==> src/rtl/calc_sequencer.sv <==
// calc_sequencer: builds A, operator, B from keypad selections,
// launches the ALU, guards it with a timeout and drives the display.
// Ports: clk, rst (async active-low); select/val key strobe and code;
//   mode_dec (1=decimal entry); alu_done/alu_result from the ALU;
//   restriction (registered mode, blocks A-F); op_a/op_b/alu_op/
//   alu_start to the ALU; display_value, phase, err for the display.
module calc_sequencer #(
  parameter int unsigned TIMEOUT = 255
) (
  input  logic        clk,
  input  logic        rst,
  input  logic        select,
  input  logic [4:0]  val,
  input  logic        mode_dec,
  input  logic        alu_done,
  input  logic [15:0] alu_result,
  output logic        restriction,
  output logic [15:0] op_a,
  output logic [15:0] op_b,
  output logic [2:0]  alu_op,
  output logic        alu_start,
  output logic [15:0] display_value,
  output logic [1:0]  phase,
  output logic        err
);

  localparam int TW = $clog2(TIMEOUT + 1);

  typedef enum logic [1:0] {
    OPA  = 2'd0,
    OPB  = 2'd1,
    EXEC = 2'd2,
    SHOW = 2'd3
  } phase_t;

  phase_t         ph_q, ph_d;
  logic [15:0]    a_q, a_d;
  logic [15:0]    b_q, b_d;
  logic [2:0]     na_q, na_d;
  logic [2:0]     nb_q, nb_d;
  logic [2:0]     op_q, op_d;
  logic           start_q, start_d;
  logic [15:0]    disp_q, disp_d;
  logic           err_q, err_d;
  logic [TW-1:0]  tmr_q, tmr_d;
  logic [TW-1:0]  tmr_inc;
  logic           mode_q;
  logic           mode_p;

  logic           key_ok;
  logic           is_dig;
  logic           is_op;
  logic           is_exe;
  logic           is_ce;
  logic           is_clr;
  logic           clr;
  logic [2:0]     op_code;
  logic [3:0]     dig;
  logic [15:0]    a_dig;
  logic [15:0]    b_dig;

  assign dig     = val[3:0];
  // codes 0x18-0x1F are dead keys
  assign key_ok  = select & ~(val[4] & val[3]);
  // decimal mode drops digits 0xA-0xF
  assign is_dig  = key_ok & ~val[4]
                 & ~(mode_q & val[3] & (val[2] | val[1]));
  assign a_dig   = mode_q ? (a_q * 16'd10 + {12'd0, dig})
                          : {a_q[11:0], dig};
  assign b_dig   = mode_q ? (b_q * 16'd10 + {12'd0, dig})
                          : {b_q[11:0], dig};
  assign tmr_inc = tmr_q + TW'(1);
  // a mode flip seen last cycle acts as CLR now
  assign clr     = (is_clr) | (mode_q ^ mode_p);

  always_comb begin
    is_op   = 1'b0;
    is_exe  = 1'b0;
    is_ce   = 1'b0;
    is_clr  = 1'b0;
    op_code = 3'd0;
    if (key_ok && val[4]) begin
      unique case (val[2:0])
        3'd0: begin is_op = 1'b1; op_code = 3'd0; end
        3'd1: begin is_op = 1'b1; op_code = 3'd2; end
        3'd2: begin is_op = 1'b1; op_code = 3'd3; end
        3'd3: is_exe = 1'b1;
        3'd4: begin is_op = 1'b1; op_code = 3'd1; end
        3'd5: begin is_op = 1'b1; op_code = 3'd4; end
        3'd6: is_ce = 1'b1;
        3'd7: is_clr = 1'b1;
      endcase
    end
  end

  always_comb begin
    ph_d    = ph_q;
    a_d     = a_q;
    b_d     = b_q;
    na_d    = na_q;
    nb_d    = nb_q;
    op_d    = op_q;
    start_d = 1'b0;
    disp_d  = disp_q;
    err_d   = err_q;
    tmr_d   = tmr_q;
    if (clr) begin
      ph_d   = OPA;
      a_d    = '0;
      b_d    = '0;
      na_d   = '0;
      nb_d   = '0;
      op_d   = '0;
      disp_d = '0;
      err_d  = 1'b0;
      tmr_d  = '0;
    end else begin
      unique case (ph_q)
        OPA: begin
          unique case (1'b1)
            is_dig: begin
              if (na_q < 3'd4) begin
                a_d  = a_dig;
                na_d = na_q + 3'd1;
              end
            end
            is_op: begin
              op_d = op_code;
              ph_d = OPB;
              b_d  = '0;
              nb_d = '0;
            end
            is_ce: begin
              a_d  = '0;
              na_d = '0;
            end
            default: ;
          endcase
        end
        OPB: begin
          unique case (1'b1)
            is_dig: begin
              if (nb_q < 3'd4) begin
                b_d  = b_dig;
                nb_d = nb_q + 3'd1;
              end
            end
            is_op: begin
              if (nb_q == 3'd0) op_d = op_code;
            end
            is_exe: begin
              start_d = 1'b1;
              tmr_d   = '0;
              ph_d    = EXEC;
            end
            is_ce: begin
              b_d  = '0;
              nb_d = '0;
            end
            default: ;
          endcase
        end
        EXEC: begin
          if (alu_done) begin
            disp_d = alu_result;
            ph_d   = SHOW;
          end else if (tmr_inc == TW'(TIMEOUT)) begin
            err_d  = 1'b1;
            disp_d = '0;
            ph_d   = SHOW;
          end else begin
            tmr_d = tmr_inc;
          end
        end
        SHOW: begin
          unique case (1'b1)
            is_dig: begin
              err_d = 1'b0;
              a_d   = {12'd0, dig};
              na_d  = 3'd1;
              ph_d  = OPA;
            end
            is_op: begin
              err_d = 1'b0;
              a_d   = disp_q;
              op_d  = op_code;
              b_d   = '0;
              nb_d  = '0;
              ph_d  = OPB;
            end
            default: ;
          endcase
        end
        default: ;
      endcase
    end
    // entry phases show the operand under edit
    if (ph_d == OPA)      disp_d = a_d;
    else if (ph_d == OPB) disp_d = b_d;
  end

  always_ff @(posedge clk or negedge rst) begin
    if (!rst) begin
      ph_q    <= OPA;
      a_q     <= '0;
      b_q     <= '0;
      na_q    <= '0;
      nb_q    <= '0;
      op_q    <= '0;
      start_q <= 1'b0;
      disp_q  <= '0;
      err_q   <= 1'b0;
      tmr_q   <= '0;
      mode_q  <= 1'b0;
      mode_p  <= 1'b0;
    end else begin
      ph_q    <= ph_d;
      a_q     <= a_d;
      b_q     <= b_d;
      na_q    <= na_d;
      nb_q    <= nb_d;
      op_q    <= op_d;
      start_q <= start_d;
      disp_q  <= disp_d;
      err_q   <= err_d;
      tmr_q   <= tmr_d;
      mode_q  <= mode_dec;
      mode_p  <= mode_q;
    end
  end

  assign restriction   = mode_q;
  assign op_a          = a_q;
  assign op_b          = b_q;
  assign alu_op        = op_q;
  assign alu_start     = start_q;
  assign display_value = disp_q;
  assign phase         = ph_q;
  assign err           = err_q;

endmodule

==> config.mk <==
export PLATFORM = sky130hd
export DESIGN_NAME = calc_sequencer
export DESIGN_NICKNAME = d
export VERILOG_FILES = /design/src/rtl/calc_sequencer.sv
export SDC_FILE = /design/constraint.sdc
export NUM_CORES = 1
export LEC_CHECK = 0
export ABC_CLOCK_PERIOD_IN_PS = 3700
export CELL_PAD_IN_SITES_DETAIL_PLACEMENT = 1
export CELL_PAD_IN_SITES_GLOBAL_PLACEMENT = 2
export CORE_ASPECT_RATIO = 1.2
export CORE_MARGIN = 1.5
export CORE_UTILIZATION = 31
export CTS_CLUSTER_DIAMETER = 100
export DETAILED_ROUTE_END_ITERATION = 10
export GPL_TIMING_DRIVEN = 0
export HOLD_SLACK_MARGIN = 0.05
export PLACE_DENSITY = 0.84
export SLEW_MARGIN = 0
export SYNTH_ARGS = -nofsm -noshare
export SYNTH_HDL_FRONTEND = slang
export SYNTH_SLANG_ARGS = --single-unit
export TNS_END_PERCENT = 20
==> constraint.sdc <==
create_clock -name clk -period 3.7 [get_ports clk]
set_input_delay 0.74 -clock clk [delete_from_list [all_inputs] [get_ports clk]]
set_output_delay 0.74 -clock clk [all_outputs]
set_load 0.01 [all_outputs]
After elaboration in Yosys (flattened, before gate mapping)
Cells that the tools add are included.
{"block": "word_totals", "ff_bits": 71, "word_cells": 141, "output_inout_bits": 56, "romBits": 0, "memories": 0, "latchBits": 0, "mem_bits_rw": 0, "input_bits": 26}
{"block": "op_classes", "n_lt_le_gt_ge": 2, "n_mux": 63, "div": 0, "eq_ne": 25, "shifts": 0, "n_addsub": 5, "n_reduce_logical": 20, "mul": 2, "bitwise": 12}
{"operator": "$mux W16", "count": 13}
{"operator": "$pmux W16 S2", "count": 5}
{"operator": "$mux W3", "count": 11}
{"operator": "$add A16 B4 Y16", "count": 2}
{"operator": "$mul A16 B3 Y15 const B", "count": 2}
{"operator": "$mux W8", "count": 4}
{"operator": "$pmux W3 S2", "count": 5}
{"operator": "$ne A3 B3 Y1 const B", "count": 8}
{"operator": "$reduce_and A4 Y1", "count": 5}
{"operator": "$ne A4 B4 Y1 const B", "count": 4}
{"operator": "$pmux W8 S2", "count": 1}
{"operator": "$mux W1", "count": 15}
{"operator": "$eq A3 B3 Y1 const B", "count": 4}
{"operator": "$pmux W3 S4", "count": 1}
{"operator": "$reduce_bool A3 Y1", "count": 4}
{"operator": "$mux W2", "count": 5}
{"operator": "$add A8 B1 Y8 const B", "count": 1}
{"operator": "$eq A8 B8 Y1 const B", "count": 1}
{"operator": "$pmux W2 S4", "count": 1}
{"operator": "$add A3 B1 Y3 const B", "count": 2}
{"operator": "$and A1 B1 Y1", "count": 6}
{"operator": "$eq A3 B2 Y1 const B", "count": 2}
{"operator": "$logic_not A3 Y1", "count": 2}
{"operator": "$lt A3 B3 Y1 const B", "count": 2}
{"operator": "other kinds (16)", "count": 23}

Longest topological paths before layout
Gate-level depths: netlist of run 1.
{"block": "logic_depth", "depth_word": 11, "depth_mapped": 11, "depth_no_buf": 11}

Worst setup path before layout of run 1
OpenSTA, ideal clock, no wires.
{"block": "synth_timing", "kind": "reg2reg", "from": "register b_q[1] (netlist: op_b[1])", "to": "register disp_q[15] (netlist: display_value[15])", "path_slack_ps": 26, "setup_time_ps": 140, "t_arrival_ps": 3534, "stages_incl_launch_ff": 12, "t_required_ps": 3560, "synth_period_minus_slack_ps": 3674, "n_path_buf": 0, "cell_sequence": "dfrtp_1 -> ha_1 -> ha_1 -> fa_1 -> a211o_4 -> a2111oi_4 -> nor3_2 -> or4_4 -> nor4_2 -> xnor2_1 -> a222oi_1 -> o211ai_1"}
{"block": "synth_between", "elab_chain_len": 9}
{"element": "start, declared", "line": "38", "text": "logic [15:0] b_q, b_d;"}
{"element": "start signal, assigned", "line": "206", "text": "b_q <= '0;"}
{"element": "start signal, assigned", "line": "219", "text": "b_q <= b_d;"}
{"element": "$mul A16 B3 Y15", "line": "70", "text": "assign b_dig = mode_q ? (b_q * 16'd10 + {12'd0, dig})"}
{"element": "$add A16 B4 Y16", "line": "70"}
{"element": "$mux W16", "line": "70"}
{"element": "$mux W16", "line": "143", "text": "if (nb_q < 3'd4) begin"}
{"element": "$pmux W16 S2", "line": "141", "text": "unique case (1'b1)"}
{"element": "$pmux W16 S2", "line": "118", "text": "unique case (ph_q)"}
{"element": "$mux W16", "line": "107", "text": "if (clr) begin"}
{"element": "$mux W16", "line": "199", "text": "else if (ph_d == OPB) disp_d = b_d;"}
{"element": "$mux W16", "line": "198", "text": "if (ph_d == OPA) disp_d = a_d;"}
{"element": "end signal, assigned", "line": "224", "text": "disp_q <= disp_d;"}
{"element": "end, declared", "line": "43", "text": "logic [15:0] disp_q, disp_d;"}
Every way passes these cells.
A chain may end at the register's enable or synchronous reset.

Worst setup path in the final report of run 1
{"block": "layout_timing", "from": "register a_q[1] (netlist: op_a[1])", "to": "register disp_q[12] (netlist: display_value[12])"}
{"block": "layout_between", "elab_chain_len": 8}
{"element": "start, declared", "line": "37", "text": "logic [15:0] a_q, a_d;"}
{"element": "start signal, assigned", "line": "205", "text": "a_q <= '0;"}
{"element": "start signal, assigned", "line": "218", "text": "a_q <= a_d;"}
{"element": "$mul A16 B3 Y15", "line": "68", "text": "assign a_dig = mode_q ? (a_q * 16'd10 + {12'd0, dig})"}
{"element": "$add A16 B4 Y16", "line": "68"}
{"element": "$mux W16", "line": "68"}
{"element": "$mux W16", "line": "122", "text": "if (na_q < 3'd4) begin"}
{"element": "$pmux W16 S2", "line": "120", "text": "unique case (1'b1)"}
{"element": "$pmux W16 S2", "line": "118"}
{"element": "$mux W16", "line": "107"}
{"element": "$mux W16", "line": "198"}
Every way passes these cells.

==> results summary, run 1 <==
For this run, the total global-route usage over all layers was measured as 0.225. The mean cell area of the mapped netlist is 8.39 um^2. The number of buffers created by CTS is 9.

The time the final worst path needs with I/O delays and setup is 3590 ps. The headroom to the max-slew limit came out at 0.234. The share of the clock period used by the worst path after layout is 0.971. The number of antenna diodes is 0. Of the total power, the clock network draws 0.445. The number of remaining DRC errors came out at 0.

The total overflow left after global routing is 0. The highest clock rate is 278 MHz. The share of the Yosys chip area taken by registers is 0.279. The number of antenna violations at the first check in global routing came to 0.

The share of flip-flops with an asynchronous set or reset after synthesis came out at 1.00. The clock passes through at most 2 buffers. The static leakage power is 3.51 nW. Of the total power, the share spent switching nets is 0.292. The switching power total is 0.000684 W. The top-level port count came out at 82.

For flop-to-flop paths, the worst setup slack is 110 ps. The worst setup path is launched from a flip-flop. In this run the worst hold path is classified as in2async. Measured in cells, the most critical reg-to-reg path has a length of 11. The height of the chip is 160 um. Once detail routing completed, the nets flagged for antenna violations numbered 0. At the worst endpoint, the arrival time is 3850 ps. The final weighted congestion of routability-driven global placement is 0.886. In this run the clock root is driven by a clkbuf_16. The maximum vdd drop came out at 0.225 mV. The worst setup path is captured at a flip-flop.

For this run, the leading register cell type out of synthesis is dfrtp_1. After synthesis the cells add up to 0.00637 mm^2. The number of clock sinks seen by CTS came out at 71. The iteration-0 DRC count of the detailed router is 384.

The number of global-route vias before repair is 6660. The portion of total power attributed to combinational logic is 0.200. The number of hold violations in the final report came to 0. The initial standard-cell utilization of the core came out at 0.315.

Relative to the synthesized area, the layout overhead comes to 30.4%. Across the routed clock network, the largest skew measured is 6.12 ps. The detail-routed net length per standard cell is 21.2 um. The post-detailed-placement half-perimeter wirelength came out at 18300 um. The routed design has 24200 um of wire. The number of setup violations in the final report is 0. The transition time at the pin with the least slew margin is 1140 ps. Of the total power, registers draw 0.355. The total number of yosys warnings came out at 0. The via total after detailed routing came out at 6657. The number of standard cells in the final layout excluding fillers is 1143. The worst setup path is of the reg2reg kind.

The latest clock arrival within the worst-skew pair came out at 350 ps. The number of register bits inferred by synthesis is 71. The post-route standard cell area excluding fillers came out at 0.00830 mm^2. The placed instances occupy a cell area of 0.00753 mm^2.

In this run the critical register-to-register path is launched from op_a[1]$_DFF_PN0_. The number of enable flip-flop cells after synthesis is 0. The count of H-tree levels built during CTS came out at 3.

The layout cell share with drive strength beyond 1 is 0.132. The power per standard cell area came out at 282 mW/mm^2. The final layout net count came out at 964. The overall die area came out at 0.0214 mm^2. The wire length of the first global-routing pass came out at 37600 um. The width of the die came out at 134 um.

The flow ran to the end, and the final reports show no timing, DRC or antenna violations. The endpoint identified for the worst register-to-register timing path is display_value[12]$_DFFE_PN0P_. The data required time of the worst path is 3960 ps. In this run the tool buffered the top-level ports with 81 buffer cells. Counting distinct cell types in the post-synthesis netlist gives 81. Clock-pin slew was measured on the worst setup and hold paths at 60 ps. The number of detailed-routing iterations run before antenna repair is 5. The placeable core area is 0.0202 mm^2. The cell count after synthesis came out at 759.

The largest net degree at the start of global routing is 53. TritonCTS built the clock tree. Power comes to 0.00234 W. The number of nets in the synthesized netlist came out at 850. The cell row count came out at 57. The max-capacitance violation count came out at 0. The internal power consumption is 0.00166 W.

The mean number of vias per cell came out at 5.82. In this run the worst path has a maximum fanout of 5. The max-slew violation count came out at 0. The total instance count after detailed placement came out at 1106.
-- power by group through the flow --
stage | Sequential [W] | Combinational (W) | Clock (W)
after floorplan | 0.000843 | 0.000233 | 0
after global routing | 0.000835 | 0.000509 | 0.00108
final | 0.000832 | 0.000468 | 0.00104
after CTS | 0.000833 | 0.000440 | 0.00105
after detailed placement | 0.000847 | 0.000432 | 0
after global placement | 0.000847 | 0.000422 | 0
-- placed cells by master, fill, tap and decap left out, drive strengths merged, types with 6 or more instances in the layout --
| cell type | count |
|---|---|
| mux2 | 6 |
| a221oi | 6 |
| nor2 | 84 |
| and2 | 10 |
| ha | 61 |
| nor2b | 7 |
| xor2 | 12 |
| buf | 30 |
| o21a | 6 |
| a21o | 7 |
| clkbuf | 36 |
| o211ai | 12 |
| a31oi | 18 |
| a222oi | 8 |
| xnor2 | 20 |
| a211oi | 13 |
| dfrtp | 71 |
| nand2b | 11 |
| inv | 19 |
| nor4 | 9 |
| nand2 | 62 |
| nand4 | 7 |
| nor3 | 15 |
| a21oi | 48 |
| a22oi | 17 |
| o21ai | 51 |
| nand3 | 21 |
| o31ai | 7 |
| clkdlybuf4s50 | 78 |
| or3 | 7 |
| and3 | 12 |
-- worst max-delay path by stage --
stage                                 start                             to  slack (ps)  depth (start not counted)
after floorplan           op_b[1]$_DFF_PN0_  display_value[15]$_DFFE_PN0P_          30                         11
after CTS                 op_b[1]$_DFF_PN0_  display_value[15]$_DFFE_PN0P_         -80                         12
after global routing      op_a[1]$_DFF_PN0_  display_value[12]$_DFFE_PN0P_         -30                         11
after detailed placement             val[2]  display_value[10]$_DFFE_PN0P_        -790                         10
after global placement                  rst             op_b[14]$_DFF_PN0_        -780                          1
final                     op_a[1]$_DFF_PN0_  display_value[12]$_DFFE_PN0P_         110                         11
-- metal layers --
layer,vias up,share of wire,track usage
li1,3111,-,-
met1,3354,0.46,0.303
met2,156,0.48,0.371
met3,36,0.044,0.0403
met4,0,0.019,0.0558
met5,-,0,0
-- stage by stage --
step	utilization	hold WS [ps]	setup WS, ps	TNS (ps)
after global routing	0.411	299	-29.2	-31.0
after detailed placement	0.373	500	-793	-19820
final	0.411	285	107	0
after floorplan	-	444	26.5	0
after CTS	0.396	292	-76.0	-249
after global placement	0.372	487	-784	-73210
-- cells by family after synthesis --
kind of cell	share of synthesized area
xor+xnor	0.0476
fa+ha+maj	0.132
simple gates	0.215
mux	0.0169
compound gates	0.278
buf+inv	0.0316
flops	0.279
-- cell usage after synthesis, drive strengths merged (11+ instances only) --
library cell,n,share of area
xnor2,20,0.028
nand2b,11,0.011
a211oi,13,0.015
and3,12,0.012
o211ai,12,0.014
nand2,62,0.037
ha,61,0.12
dfrtp,71,0.28
nand3,21,0.017
nor2,84,0.050
clkbuf,28,0.017
inv,19,0.011
xor2,12,0.017
a21oi,48,0.038
nor3,15,0.013
a31oi,18,0.018
a22oi,17,0.020
o21ai,51,0.040
-- worst max-delay path: stages, from the launching register on --
cell      delay (ps)
dfrtp_2          430
ha_1             350
ha_4             200
fa_2             570
inv_1             90
o32a_1           410
nor4_4           310
nand2_1          140
or3b_1           420
a31oi_2          220
a222oi_1         140
o221ai_1         230
-- final cells by class --
type | count | area [um^2]
Buffer | 32 | 134
Clock buffer | 10 | 239
Clock inverter | 6 | 108
Fill cell | 2364 | 11900
Inverter | 20 | 75.1
Multi-Input combinational cell | 635 | 4630
Sequential cell | 71 | 1790
Tap cell | 265 | 332
Timing Repair Buffer | 104 | 998
-- state kept, by name, summed over array words and instances, names as in the netlist --
| name | flops |
|---|---|
| display_value | 16 |
| nb_q | 3 |
| phase | 2 |
| op_b | 16 |
| restriction | 1 |
| op_a | 16 |
| na_q | 3 |
| alu_op | 3 |
| err | 1 |
| mode_p | 1 |
| tmr_q | 8 |
| alu_start | 1 |
-- repair_timing --
action | in CTS | in global routing
resized for setup | 21 | 47
setup buffers | 7 | 15
pin swaps | 10 | 18
hold buffers | 0 | 0
endpoints found under the setup margin | 32 | 23
(Power assumes the default switching activity.)
==> run 2, diff against run 1 <==
ABC_AREA = 1   (was not set)
CORE_UTILIZATION = 29   (was 31)
==> results summary, run 2 <==
The most used routing layer is met2. STA classifies the critical path startpoint as an input pin. The number of remaining DRC errors was 0 (unchanged). The number of standard cells in the final layout excluding fillers came out at 1454 (+27%). The number of clock sinks seen by CTS is 71 (unchanged). The via total after detailed routing is 7443 (+12%). The overall die area is 0.0253 mm^2 (+18%). The critical path is of the in2reg type. The remaining antenna violation count after routing is 0 (unchanged). The static leakage power is 4.19 nW (+19%). The detail-routed net length per standard cell was 18.4 um (-13%). The wire length of the first global-routing pass came to 42200 um (+12%). The cell at the root of the clock tree is clkbuf_16. The iteration-0 DRC count of the detailed router came out at 356 (-7.3%). The worst register-to-register path begins at op_b[1]$_DFF_PN0_.

The count of buffers from port buffering came out at 81 (unchanged). The total standard cell area after synthesis is 0.00708 mm^2 (+11%). The global-route met3 utilization is 0.0239 (-0.0164). Ranked by instance count, the synthesized netlist is headed by 303 x nand2_1, 104 x inv_1, 83 x a21oi_1.

By area the synthesized netlist is led by dfrtp_1 25%, nand2_1 16%, ha_1 11%. The fraction of post-synthesis cell area in the top cell type by area came to 0.251 (-0.0280). The most frequent standard cell in the layout excluding fill and tap cells is nand2_1. The worst path arrival time came out at 3670 ps (-180 ps). Summed over all instances, the cell type with the most area after synthesis is dfrtp_1.

The width of the die is 146 um (+8.8%). The mean cell area of the mapped netlist is 6.83 um^2 (-19%). The share of flip-flops with an asynchronous set or reset after synthesis is 1.00 (unchanged). The clock skew came out at 5.26 ps (-0.854 ps).

The post-detailed-placement half-perimeter wirelength was 21200 um (+16%). The share of the clock period used by the worst path after layout came out at 0.943 (-0.0279). The final weighted congestion of routability-driven global placement came out at 0.821 (-7.4%). The data required time of the worst path is 3880 ps (-80 ps).

The number of hold violations in the final report came to 0 (unchanged). The layout cell share with drive strength beyond 1 came out at 0.105 (-0.0272). The number of register bits inferred by synthesis is 71 (unchanged). The total instance count after detailed placement is 1438 (+30%). Leaving out fill and tap cells, the most frequent cells in the layout are 303 x nand2_1, 104 x inv_1, 83 x a21oi_1, 79 x clkdlybuf4s50_1, 69 x dfrtp_1.

The run finished with clean final reports. The number of buffers created by CTS came out at 9 (unchanged). In this run the critical register-to-register path is captured at display_value[14]$_DFFE_PN0P_. The total of cells resized after clock tree synthesis came out at 0 (-100%). The placeable core area came out at 0.0240 mm^2 (+19%). The max-capacitance violation count is 0 (unchanged). The met1 usage is 0.263 (-0.0403).

The overflow left after global routing is 0 (unchanged). The sort of element at the end of the critical path is a flip-flop. The number of global-route vias before repair came out at 7716 (+16%). The number of antenna diodes was 0 (unchanged). The total length of routed wires came out at 26700 um (+11%).

The fraction of the yosys area taken by sequential cells is 0.251 (-0.0280). The post-synthesis instance total is 1036 (+36%). The time the final worst path needs with I/O delays and setup is 3490 ps (-103 ps). The number of enable flip-flop cells after synthesis was 0 (unchanged).

The latest clock arrival within the worst-skew pair came to 340 ps (about the same). The highest clock rate came out at 287 MHz (+3.0%). The cell row count came out at 62 (+8.8%).

The max-slew violation count came out at 0 (unchanged). The count of different cell masters after synthesis came to 56 (-31%). The initial standard-cell utilization of the core came out at 0.295 (-0.0202). The global routing usage summed across all routing layers is 0.213 (-0.0120).

The met2 track demand over resource was 0.376 (+0.00489). For this run, the leading register cell type out of synthesis is dfrtp_1. Compared with the post-synthesis result, the final layout area differs by 21.9%.

The mean number of vias per cell is 5.12 (-12%). The worst setup slack for register-to-register paths is 210 ps (+100 ps). TritonCTS built the clock tree. The count of H-tree levels built during CTS is 3 (unchanged).

The maximum fanout along the worst path came to 10 (+5). The number of antenna violations at the first check in global routing is 0 (unchanged). The transition time at the pin with the least slew margin is 717 ps (-423 ps). The number of setup violations in the final report is 0 (unchanged).

The headroom to the max-slew limit came to 0.522 (+0.288). The top-level port count is 82 (unchanged). The number of cells traversed by the worst register-to-register path came out at 22 (+11). The final layout net count came out at 1220 (+27%). The number of nets in the synthesized netlist is 1127 (+33%).

The height of the chip is 174 um (+8.8%). The total number of yosys warnings came out at 0 (unchanged). The number of detailed-routing iterations run before antenna repair is 5 (unchanged). Yosys instantiated no cell more often than nand2_1. The number of buffers inserted by hold repair at cts was 0 (unchanged). The kind of path behind the tightest hold check is in2async.

The maximum root-to-sink buffer count is 2 (unchanged). The post-CTS setup buffer count came out at 0 (-7). The largest net degree at the start of global routing came out at 55 (+3.8%).

The clock transition at the registers of the reported paths came to 60 ps (about the same). The power per standard cell area is 379 mW/mm^2 (+34%). The post-route worst hold slack is 279 ps (-5.61 ps).

The maximum vdd drop is 0.205 mV (-8.7%).
==> run 2: layer usage <==
metal	part of all wire	up-vias	routed length, um
met5	0	-	0
li1	-	3630	-
met2	0.49	142	13200
met1	0.44	3626	11700
met3	0.035	45	939
met4	0.033	0	882
==> run 2: area by class of cell <==
cell class / count / area (um^2)
Buffer: 27 / 148
Clock buffer: 10 / 239
Clock inverter: 6 / 60.1
Fill cell: 3004 / 15300
Inverter: 126 / 480
Multi-Input combinational cell: 812 / 4680
Sequential cell: 71 / 1780
Tap cell: 320 / 400
Timing Repair Buffer: 82 / 838
==> run 2: worst max path at each step <==
stage	to	depth (start not counted)	slack [ps]	startpoint
detailed placement	display_value[14]$_DFFE_PN0P_	21	-200	val[2]
global route	display_value[12]$_DFFE_PN0P_	20	-10	op_b[1]$_DFF_PN0_
finish	nb_q[1]$_DFFE_PN0P_	11	210	val[3]
CTS	display_value[14]$_DFFE_PN0P_	22	110	op_b[1]$_DFF_PN0_
floorplan	display_value[14]$_DFFE_PN0P_	22	740	op_b[1]$_DFF_PN0_
global placement	restriction$_DFF_PN0_	1	-960	rst
==> run 2: critical path, stage by stage <==
cell and delay, ps:
clkdlybuf4s50_1 730, inv_1 180, nand3_1 140, inv_2 70
nand2_2 100, nor2_1 80, nor2_4 290, buf_1 550
o21ai_0 270, o21ai_0 300, o21ai_0 200
==> run 2: cell families after synthesis <==
kind of cell | Yosys count | share of synthesized area
xor+xnor | 24 | 0.0308
buf+inv | 153 | 0.0888
simple gates | 514 | 0.339
compound gates | 209 | 0.171
fa+ha+maj | 65 | 0.119
flops | 71 | 0.251
==> run 2: report_power, final <==
part | switching [W] | internal, W
logic | 0.000845 | 0.000522
registers | 0.000140 | 0.000868
clock network | 0.000359 | 0.000537
total | 0.00134 | 0.00193
==> run 2: stage by stage <==
stage / instance area, um^2 / worst slack [ps] / power, W / TNS, ps / util
after floorplan: 7080 / 739 / 0.00183 / 0 / -
after CTS: 8610 / 111 / 0.00329 / 0 / 0.359
after global placement: 8290 / -959 / 0.00235 / -67600 / 0.346
final: 8630 / 210 / 0.00327 / 0 / 0.360
after global routing: 8630 / -10.5 / 0.00348 / -17.7 / 0.360
after detailed placement: 8310 / -200 / 0.00238 / -536 / 0.347
